### src/rtl/rv32_pkg.sv
// Shared definitions for the rv32 multicycle core:
// opcodes, funct codes, FSM states, ALU ops, immediate formats.
package rv32_pkg;

  localparam logic [6:0] OPC_LUI    = 7'b0110111;
  localparam logic [6:0] OPC_AUIPC  = 7'b0010111;
  localparam logic [6:0] OPC_JAL    = 7'b1101111;
  localparam logic [6:0] OPC_JALR   = 7'b1100111;
  localparam logic [6:0] OPC_BRANCH = 7'b1100011;
  localparam logic [6:0] OPC_LOAD   = 7'b0000011;
  localparam logic [6:0] OPC_STORE  = 7'b0100011;
  localparam logic [6:0] OPC_OPIMM  = 7'b0010011;
  localparam logic [6:0] OPC_OP     = 7'b0110011;
  localparam logic [6:0] OPC_SYSTEM = 7'b1110011;

  localparam logic [2:0] F3_ADD  = 3'b000;
  localparam logic [2:0] F3_SLL  = 3'b001;
  localparam logic [2:0] F3_SLT  = 3'b010;
  localparam logic [2:0] F3_SLTU = 3'b011;
  localparam logic [2:0] F3_XOR  = 3'b100;
  localparam logic [2:0] F3_SR   = 3'b101;
  localparam logic [2:0] F3_OR   = 3'b110;
  localparam logic [2:0] F3_AND  = 3'b111;
  localparam logic [2:0] F3_W    = 3'b010;

  localparam logic [2:0] F3_BEQ  = 3'b000;
  localparam logic [2:0] F3_BNE  = 3'b001;
  localparam logic [2:0] F3_BLT  = 3'b100;
  localparam logic [2:0] F3_BGE  = 3'b101;
  localparam logic [2:0] F3_BLTU = 3'b110;
  localparam logic [2:0] F3_BGEU = 3'b111;

  localparam logic [6:0] F7_BASE = 7'b0000000;
  localparam logic [6:0] F7_ALT  = 7'b0100000;

  typedef enum logic [2:0] {
    S_BOOT   = 3'd0,
    S_FETCH  = 3'd1,
    S_DECODE = 3'd2,
    S_EXEC   = 3'd3,
    S_MEM    = 3'd4,
    S_WB     = 3'd5,
    S_HALT   = 3'd6
  } state_e;

  typedef enum logic [3:0] {
    ALU_ADD, ALU_SUB, ALU_SLL, ALU_SLT,
    ALU_SLTU, ALU_XOR, ALU_SRL, ALU_SRA,
    ALU_OR, ALU_AND, ALU_PASS_B
  } alu_op_e;

  typedef enum logic [2:0] {
    IMM_I, IMM_S, IMM_B, IMM_U, IMM_J
  } imm_fmt_e;

  function automatic logic [31:0] imm_gen(
    input logic [31:0] ir,
    input imm_fmt_e    f
  );
    case (f)
      IMM_I: imm_gen = {{20{ir[31]}}, ir[31:20]};
      IMM_S: imm_gen = {{20{ir[31]}}, ir[31:25],
                        ir[11:7]};
      IMM_B: imm_gen = {{19{ir[31]}}, ir[31], ir[7],
                        ir[30:25], ir[11:8], 1'b0};
      IMM_U: imm_gen = {ir[31:12], 12'b0};
      IMM_J: imm_gen = {{11{ir[31]}}, ir[31],
                        ir[19:12], ir[20],
                        ir[30:21], 1'b0};
      default: imm_gen = '0;
    endcase
  endfunction

  // alt selects SUB for ADD and SRA for SR
  function automatic alu_op_e alu_sel(
    input logic [2:0] f3,
    input logic       alt
  );
    case (f3)
      F3_ADD:  alu_sel = alt ? ALU_SUB : ALU_ADD;
      F3_SLL:  alu_sel = ALU_SLL;
      F3_SLT:  alu_sel = ALU_SLT;
      F3_SLTU: alu_sel = ALU_SLTU;
      F3_XOR:  alu_sel = ALU_XOR;
      F3_SR:   alu_sel = alt ? ALU_SRA : ALU_SRL;
      F3_OR:   alu_sel = ALU_OR;
      default: alu_sel = ALU_AND;
    endcase
  endfunction

endpackage

### src/rtl/rv32_multicycle_core_if.sv
// Memory port bundle: req/ready handshake, address, data.
// master: req, we, addr, wdata out; rdata, ready in.
interface rv32_multicycle_core_if #(
  parameter int AW = 10
) ();
  logic          req;
  logic          we;
  logic [AW-1:0] addr;
  logic [31:0]   wdata;
  logic [31:0]   rdata;
  logic          ready;

  modport master (
    output req, we, addr, wdata,
    input  rdata, ready
  );

  modport slave (
    input  req, we, addr, wdata,
    output rdata, ready
  );
endinterface

### src/rtl/rv32_multicycle_core_alu.sv
// Combinational RV32I ALU with branch compare flags.
// in: op, a, b; out: y, eq, lt (signed), ltu.
module rv32_alu
  import rv32_pkg::*;
(
  input  alu_op_e     op,
  input  logic [31:0] a,
  input  logic [31:0] b,
  output logic [31:0] y,
  output logic        eq,
  output logic        lt,
  output logic        ltu
);

  always_comb begin
    eq  = (a == b);
    lt  = ($signed(a) < $signed(b));
    ltu = (a < b);
    y   = '0;
    case (op)
      ALU_ADD:    y = a + b;
      ALU_SUB:    y = a - b;
      ALU_SLL:    y = a << b[4:0];
      ALU_SLT:    y = {31'b0, lt};
      ALU_SLTU:   y = {31'b0, ltu};
      ALU_XOR:    y = a ^ b;
      ALU_SRL:    y = a >> b[4:0];
      ALU_SRA:    y = $unsigned($signed(a) >>> b[4:0]);
      ALU_OR:     y = a | b;
      ALU_AND:    y = a & b;
      ALU_PASS_B: y = b;
      default:    y = '0;
    endcase
  end

endmodule

### src/rtl/rv32_multicycle_core.sv
// Multi-cycle RV32I core: BOOT/FETCH/DECODE/EXEC/MEM/WB/HALT.
// Ports: CLK, RSTn, imem/dmem (master), halted, illegal.
module rv32_multicycle_core
  import rv32_pkg::*;
#(
  parameter int          IMEM_AW  = 10,
  parameter int          DMEM_AW  = 10,
  parameter logic [31:0] RESET_PC = 32'h0
) (
  input  logic CLK,
  input  logic RSTn,
  rv32_multicycle_core_if.master imem,
  rv32_multicycle_core_if.master dmem,
  output logic halted,
  output logic illegal
);

  state_e             state;
  logic [31:0]        pc, npc, ir;
  logic [31:0]        opa, opb, imm, res;
  logic [DMEM_AW-1:0] addr;
  logic [31:0]        rf [1:31];

  logic [6:0] opc, f7;
  logic [2:0] f3;
  logic [4:0] rd, rs1, rs2;

  assign opc = ir[6:0];
  assign f3  = ir[14:12];
  assign f7  = ir[31:25];
  assign rd  = ir[11:7];
  assign rs1 = ir[19:15];
  assign rs2 = ir[24:20];

  logic is_lui, is_auipc, is_jal, is_jalr;
  logic is_br, is_ld, is_st, is_opi, is_op;
  logic is_sys;

  assign is_lui   = (opc == OPC_LUI);
  assign is_auipc = (opc == OPC_AUIPC);
  assign is_jal   = (opc == OPC_JAL);
  assign is_jalr  = (opc == OPC_JALR);
  assign is_br    = (opc == OPC_BRANCH);
  assign is_ld    = (opc == OPC_LOAD);
  assign is_st    = (opc == OPC_STORE);
  assign is_opi   = (opc == OPC_OPIMM);
  assign is_op    = (opc == OPC_OP);
  assign is_sys   = (opc == OPC_SYSTEM);

  imm_fmt_e fmt;
  logic     legal;

  always_comb begin
    fmt   = IMM_I;
    legal = 1'b0;
    unique case (1'b1)
      is_lui, is_auipc: begin
        fmt   = IMM_U;
        legal = 1'b1;
      end
      is_jal: begin
        fmt   = IMM_J;
        legal = 1'b1;
      end
      is_jalr: legal = (f3 == F3_ADD);
      is_br: begin
        fmt   = IMM_B;
        legal = (f3[2:1] != 2'b01);
      end
      is_ld: legal = (f3 == F3_W);
      is_st: begin
        fmt   = IMM_S;
        legal = (f3 == F3_W);
      end
      is_opi: begin
        if (f3 == F3_SLL)
          legal = (f7 == F7_BASE);
        else if (f3 == F3_SR)
          legal = (f7 == F7_BASE) || (f7 == F7_ALT);
        else
          legal = 1'b1;
      end
      is_op: begin
        legal = (f7 == F7_BASE) ||
                ((f7 == F7_ALT) &&
                 ((f3 == F3_ADD) || (f3 == F3_SR)));
      end
      default: legal = 1'b0;
    endcase
  end

  alu_op_e     alu_op;
  logic [31:0] alu_a, alu_b, alu_y;
  logic        eq, lt, ltu;

  always_comb begin
    alu_a  = opa;
    alu_b  = imm;
    alu_op = ALU_ADD;
    unique case (1'b1)
      is_op: begin
        alu_b  = opb;
        alu_op = alu_sel(f3, f7[5]);
      end
      // imm bit 30 only means SRAI for shifts
      is_opi:   alu_op = alu_sel(f3, f7[5] && (f3 == F3_SR));
      is_lui:   alu_op = ALU_PASS_B;
      is_auipc: alu_a  = pc;
      is_br:    alu_b  = opb;
      default:  alu_op = ALU_ADD;
    endcase
  end

  rv32_alu u_alu (
    .op  (alu_op),
    .a   (alu_a),
    .b   (alu_b),
    .y   (alu_y),
    .eq  (eq),
    .lt  (lt),
    .ltu (ltu)
  );

  logic taken;

  always_comb begin
    case (f3)
      F3_BEQ:  taken = eq;
      F3_BNE:  taken = !eq;
      F3_BLT:  taken = lt;
      F3_BGE:  taken = !lt;
      F3_BLTU: taken = ltu;
      F3_BGEU: taken = !ltu;
      default: taken = 1'b0;
    endcase
  end

  logic [31:0] pc4, pc_imm;

  assign pc4    = pc + 32'd4;
  assign pc_imm = pc + imm;

  function automatic logic [31:0] rf_rd(
    input logic [4:0] r
  );
    rf_rd = (r == 5'd0) ? 32'h0 : rf[r];
  endfunction

  always_ff @(posedge CLK or negedge RSTn) begin
    if (!RSTn) begin
      state   <= S_BOOT;
      pc      <= RESET_PC;
      npc     <= '0;
      ir      <= '0;
      opa     <= '0;
      opb     <= '0;
      imm     <= '0;
      res     <= '0;
      addr    <= '0;
      illegal <= 1'b0;
      for (int i = 1; i < 32; i++)
        rf[i] <= '0;
    end else begin
      unique case (state)
        S_BOOT: state <= S_FETCH;
        S_FETCH: begin
          if (imem.ready) begin
            ir    <= imem.rdata;
            state <= S_DECODE;
          end
        end
        S_DECODE: begin
          opa <= rf_rd(rs1);
          opb <= rf_rd(rs2);
          imm <= imm_gen(ir, fmt);
          if (is_sys) begin
            state <= S_HALT;
          end else if (!legal) begin
            illegal <= 1'b1;
            state   <= S_HALT;
          end else begin
            state <= S_EXEC;
          end
        end
        S_EXEC: begin
          res  <= alu_y;
          npc  <= pc4;
          addr <= alu_y[DMEM_AW+1:2];
          unique case (1'b1)
            is_br: begin
              if (!taken) begin
                pc    <= pc4;
                state <= S_FETCH;
              end else if (pc_imm[1]) begin
                illegal <= 1'b1;
                state   <= S_HALT;
              end else begin
                pc    <= pc_imm;
                state <= S_FETCH;
              end
            end
            // target checked in WB so rd still gets the link
            is_jal: begin
              res   <= pc4;
              npc   <= pc_imm;
              state <= S_WB;
            end
            is_jalr: begin
              res   <= pc4;
              npc   <= alu_y & ~32'h1;
              state <= S_WB;
            end
            is_ld, is_st: begin
              if (alu_y[1:0] != 2'b00) begin
                illegal <= 1'b1;
                state   <= S_HALT;
              end else begin
                state <= S_MEM;
              end
            end
            default: state <= S_WB;
          endcase
        end
        S_MEM: begin
          if (dmem.ready) begin
            if (is_st) begin
              pc    <= pc4;
              state <= S_FETCH;
            end else begin
              res   <= dmem.rdata;
              state <= S_WB;
            end
          end
        end
        S_WB: begin
          if (rd != 5'd0)
            rf[rd] <= res;
          if (npc[1]) begin
            illegal <= 1'b1;
            state   <= S_HALT;
          end else begin
            pc    <= npc;
            state <= S_FETCH;
          end
        end
        S_HALT: state <= S_HALT;
        default: state <= S_HALT;
      endcase
    end
  end

  assign halted = (state == S_HALT);

  assign imem.req   = (state == S_FETCH);
  assign imem.we    = 1'b0;
  assign imem.wdata = '0;
  assign imem.addr  = imem.req ? pc[IMEM_AW+1:2] : '0;

  assign dmem.req   = (state == S_MEM);
  assign dmem.we    = dmem.req && is_st;
  assign dmem.addr  = dmem.req ? addr : '0;
  assign dmem.wdata = dmem.req ? opb : '0;

endmodule

### src/flat_wrapper.sv
// flat-port wrapper written by rule: the top's interface ports become plain ports
module rv32_multicycle_core_flat import rv32_pkg::*;
#(
  parameter int          IMEM_AW  = 10,
  parameter int          DMEM_AW  = 10,
  parameter logic [31:0] RESET_PC = 32'h0
)
  (CLK, RSTn, halted, illegal, imem_req, imem_we, imem_addr, imem_wdata, imem_rdata, imem_ready, dmem_req, dmem_we, dmem_addr, dmem_wdata, dmem_rdata, dmem_ready);
  rv32_multicycle_core_if #(.AW(10)) imem_i ();
  rv32_multicycle_core_if #(.AW(10)) dmem_i ();
  input  logic CLK;
  input  logic RSTn;
  output logic halted;
  output logic illegal;
  output wire logic [$bits(imem_i.req)-1:0] imem_req;
  output wire logic [$bits(imem_i.we)-1:0] imem_we;
  output wire logic [$bits(imem_i.addr)-1:0] imem_addr;
  output wire logic [$bits(imem_i.wdata)-1:0] imem_wdata;
  input wire logic [$bits(imem_i.rdata)-1:0] imem_rdata;
  input wire logic [$bits(imem_i.ready)-1:0] imem_ready;
  output wire logic [$bits(dmem_i.req)-1:0] dmem_req;
  output wire logic [$bits(dmem_i.we)-1:0] dmem_we;
  output wire logic [$bits(dmem_i.addr)-1:0] dmem_addr;
  output wire logic [$bits(dmem_i.wdata)-1:0] dmem_wdata;
  input wire logic [$bits(dmem_i.rdata)-1:0] dmem_rdata;
  input wire logic [$bits(dmem_i.ready)-1:0] dmem_ready;
  assign imem_req = imem_i.req;
  assign imem_we = imem_i.we;
  assign imem_addr = imem_i.addr;
  assign imem_wdata = imem_i.wdata;
  assign imem_i.rdata = imem_rdata;
  assign imem_i.ready = imem_ready;
  assign dmem_req = dmem_i.req;
  assign dmem_we = dmem_i.we;
  assign dmem_addr = dmem_i.addr;
  assign dmem_wdata = dmem_i.wdata;
  assign dmem_i.rdata = dmem_rdata;
  assign dmem_i.ready = dmem_ready;
  rv32_multicycle_core #(.IMEM_AW(IMEM_AW), .DMEM_AW(DMEM_AW), .RESET_PC(RESET_PC)) u_core (.CLK(CLK), .RSTn(RSTn), .imem(imem_i), .dmem(dmem_i), .halted(halted), .illegal(illegal));
endmodule
### config.mk
export PLATFORM = sky130hd
export DESIGN_NAME = rv32_multicycle_core_flat
export DESIGN_NICKNAME = d
export VERILOG_FILES = /design/src/rtl/rv32_pkg.sv /design/src/rtl/rv32_multicycle_core_if.sv /design/src/rtl/rv32_multicycle_core_alu.sv /design/src/rtl/rv32_multicycle_core.sv /design/src/flat_wrapper.sv
export SDC_FILE = /design/constraint.sdc
export NUM_CORES = 2
export LEC_CHECK = 0
export CAP_MARGIN = 20
export CORE_MARGIN = 5
export CORE_UTILIZATION = 64
export DETAILED_ROUTE_END_ITERATION = 7
export PLACE_DENSITY = 0.82
export SLEW_MARGIN = 10
export SYNTH_ARGS = -nofsm -noshare
export SYNTH_HDL_FRONTEND = slang
export SYNTH_SLANG_ARGS = --single-unit
### constraint.sdc
create_clock -name CLK -period 7.2 [get_ports CLK]
set_input_delay 0.72 -clock CLK [delete_from_list [all_inputs] [get_ports CLK]]
set_output_delay 0.72 -clock CLK [all_outputs]
set_load 0.005 [all_outputs]
==> flow_metrics.py <==
metrics = {
    "pwr": {
        "power_frac_clock_pct": 17.7,
        "ir_drop_mv": 0.893,
        "p_comb_share_pct": 50.7,
        "power_switching_w": 0.0182,
        "power.internal_w": 0.0212,
        "swShare_pct": 46.1,
        "p_leak_nw": 38.0,
        "p_seq_share_pct": 31.7,
        "power_density_nw_per_um2": 468,
    },
    "finish": {
        "drive_gt1_share_pct": 36.8,
        "n_fill_cell": 7811,
        "final_common_cell": "dfrtp_1",
        "final_cell_mix": "dfrtp_1 (1,219), mux2_2 (1,166), mux4_2 (589)",
        "areaGrowthSynthToFinish_pct": 9.59,
        "finish.net_count": 6291,
    },
    "yosys": {
        "ys_ff_latch": 1229,
        "avgSynthCellArea_um2": 12.3,
        "ys.flop_type": "dfrtp_1",
        "yosysSeqAreaShare_pct": 40.0,
        "synth_cells": 6224,
        "ys.warnings.count": 0,
        "ys_types": 105,
        "synth_edf_count": 0,
        "syn_area_um2": 76800,
        "synth_async_sr_flop_share_pct": 100,
    },
    "timing": {
        "slew_violations": 0,
        "max_freq_mhz": 150,
        "min_period_ps": 6660,
        "hold_ws_ps": 475,
        "worst_pin_slew_ps": 1270,
        "setup_tns_ps": 0,
        "hold_viol_final": 0,
        "finClkSkew_ps": 48.8,
        "fin_crit_sh_pct": 92.6,
        "max-slew-margin-rel_pct": 14.4,
        "rsz0062_at_grt": "false",
        "setup_viol": 0,
    },
    "routing": {
        "routed_wirelength_um": 305000,
        "dr.pass1.iters": 7,
        "vias_per_cell": 7.75,
        "postRouteAntennaNets": 0,
        "vias": 60500,
        "drt_first_iter_violations": 9653,
        "drc": 0,
        "routedWlPerCell_um": 39.0,
    },
    "min_path": {
        "min_from": "u_core.addr[1]",
        "hold_path.class": "flip-flop to flip-flop",
    },
    "grt": {
        "grt_pass1_wl_um": 437000,
        "antenna_found_initial": 20,
        "track_usage_pct": 47.8,
        "grt_remaining_overflow": 0,
        "grt_pass1_vias": 60900,
        "grt_max_degree": 188,
    },
    "clock_network": {
        "clk_pin_slew_ps": 70,
        "htree_levels": 4,
        "cts_root_buffer": "clkbuf_16",
        "cts_tree": "done",
        "clk_latency_ps": 810,
        "numCtsBuffers": 131,
        "cts_buffer_depth": 3,
        "clkSinkCount": 1229,
    },
    "floorplanning": {
        "die_w_um": 356,
        "die-height_um": 356,
        "core-area_um2": 119000,
        "die_area_um2": 127000,
        "num_io_pins": 158,
        "initial_core_util_pct": 64.3,
        "rows": 127,
    },
    "place": {
        "io_buffers": 124,
        "dpl.hpwl_um": 202000,
        "place.gp.congestion": 1.14,
    },
    "worst_setup_path": {
        "startpoint_type": "flip-flop",
        "critPathKind": "flip-flop to flip-flop",
        "cp-startpoint": "u_core.ir[5]",
        "cp.required_ps": 7890,
        "critPathMaxFanout": 17,
        "regToRegStartpoint": "u_core.ir[5]",
        "crit_arrival_ps": 7350,
        "endpoint_kind": "flip-flop",
    },
    "flow_run": {
        "drv_cap": 0,
    },
    "run_status": {
        "status": "completed",
    },
}
-- registers in the layout, summed over array words and instances, names as in the netlist --
signal / count
u_core.rf: 992
u_core.imm: 32
u_core.ir: 32
u_core.npc: 32
u_core.opa: 32
u_core.opb: 32
u_core.res: 32
u_core.pc: 31
u_core.addr: 10
u_core.state: 3
u_core.illegal: 1
-- area by class of cell --
type	count	area [um2]	area share (%)
diodes	7	17.5	0.0208
clock buffers	182	3650	4.34
clock inverters	50	692	0.822
inverters	120	450	0.535
multi-input cells	4279	43400	51.6
flip-flops and latches	1229	30800	36.6
well taps	1612	2020	2.40
repair buffers	331	3150	3.74
-- path summary, 6_finish.rpt --
path / end / slack, ps / depth (start not counted)
max: u_core.pc[4] / 540 / 18
min: u_core.addr[1] / 470 / 2
max reg2reg: u_core.pc[4] / 540 / 18
min reg2reg: u_core.addr[1] / 470 / 2
max in group asynchronous: u_core.rf[707] / 4720 / 4
min in group asynchronous: u_core.rf[189] / 480 / 2
-- layer usage --
layer,part of all wire [%],global-route usage (%)
met1,35,61.3
met2,43,69.7
met3,14,16.8
met4,7.8,30.9
met5,0.025,0.151
-- through the flow --
| step | worst slack (ps) | std cells | util [%] | cell area, um2 | total power [W] |
|---|---|---|---|---|---|
| finish | 536 | 7810 | 70.4 | 84200 | 0.0394 |
| global route | 387 | 7804 | 70.4 | 84200 | 0.0405 |
| CTS | 791 | 7794 | 70.2 | 83900 | 0.0383 |
| detailed placement | 860 | 7561 | 66.6 | 79600 | 0.0312 |
| global placement | 915 | 7560 | 66.6 | 79600 | 0.0308 |
| floorplan | 2170 | 6256 | - | 76900 | 0.0239 |
-- worst max-delay path, cell delays in order, from the launching register on --
cell and delay [ps]:
dfrtp_1 650, inv_2 260, nand3_4 350, buf_4 460
mux2i_1 490, inv_1 130, ha_1 560, nor2_1 190
o21a_1 160, o41ai_1 450, a221oi_1 150, or3_1 460
or3_1 450, a31oi_4 340, o211ai_2 280, o21ai_1 540
buf_4 330, o21ai_0 110, o21ai_1 140
-- synthesized netlist by cell type (all sizes together), types with 39 or more instances --
master | number | area share (%)
a21o | 41 | 0.40
a21oi | 237 | 1.5
a221oi | 39 | 0.45
a22o | 79 | 0.90
a31oi | 43 | 0.36
and3 | 87 | 0.71
buf | 217 | 1.4
clkbuf | 411 | 2.0
dfrtp | 1229 | 40
ha | 129 | 2.1
inv | 119 | 0.58
mux2 | 1171 | 17
mux2i | 237 | 3.3
mux4 | 589 | 17
nand2 | 355 | 1.7
nand3 | 73 | 0.50
nor2 | 219 | 1.1
nor3 | 56 | 0.36
o211ai | 48 | 0.48
o21ai | 292 | 1.9
xnor2 | 40 | 0.46
-- kinds of logic after synthesis --
logic type,after synthesis,synth area share [%]
multiplexers,1997,37.7
flip-flops,1229,40.0
AO/OA/AOI/OAI,1082,9.35
AND/OR/NAND/NOR,966,5.95
buffers and inverters,748,3.97
adder cells (fa/ha/maj),131,2.15
XOR/XNOR,70,0.798
other,1,0.00488
-- power by group through the flow --
stage               Combinational, W  Sequential, W  Clock, W
global placement              0.0186         0.0122         0
CTS                           0.0190         0.0124   0.00695
global route                  0.0207         0.0126   0.00725
floorplan                     0.0138         0.0102         0
finish                        0.0200         0.0125   0.00695
detailed placement            0.0188         0.0124         0
-- repair_timing --
item                                   CTS  global route
setup buffers                            0             0
endpoints found under the hold margin   91             0
gates resized for setup                  0             0
hold buffers                             1             0
Note: power is estimated with default switching activity, not from simulation.
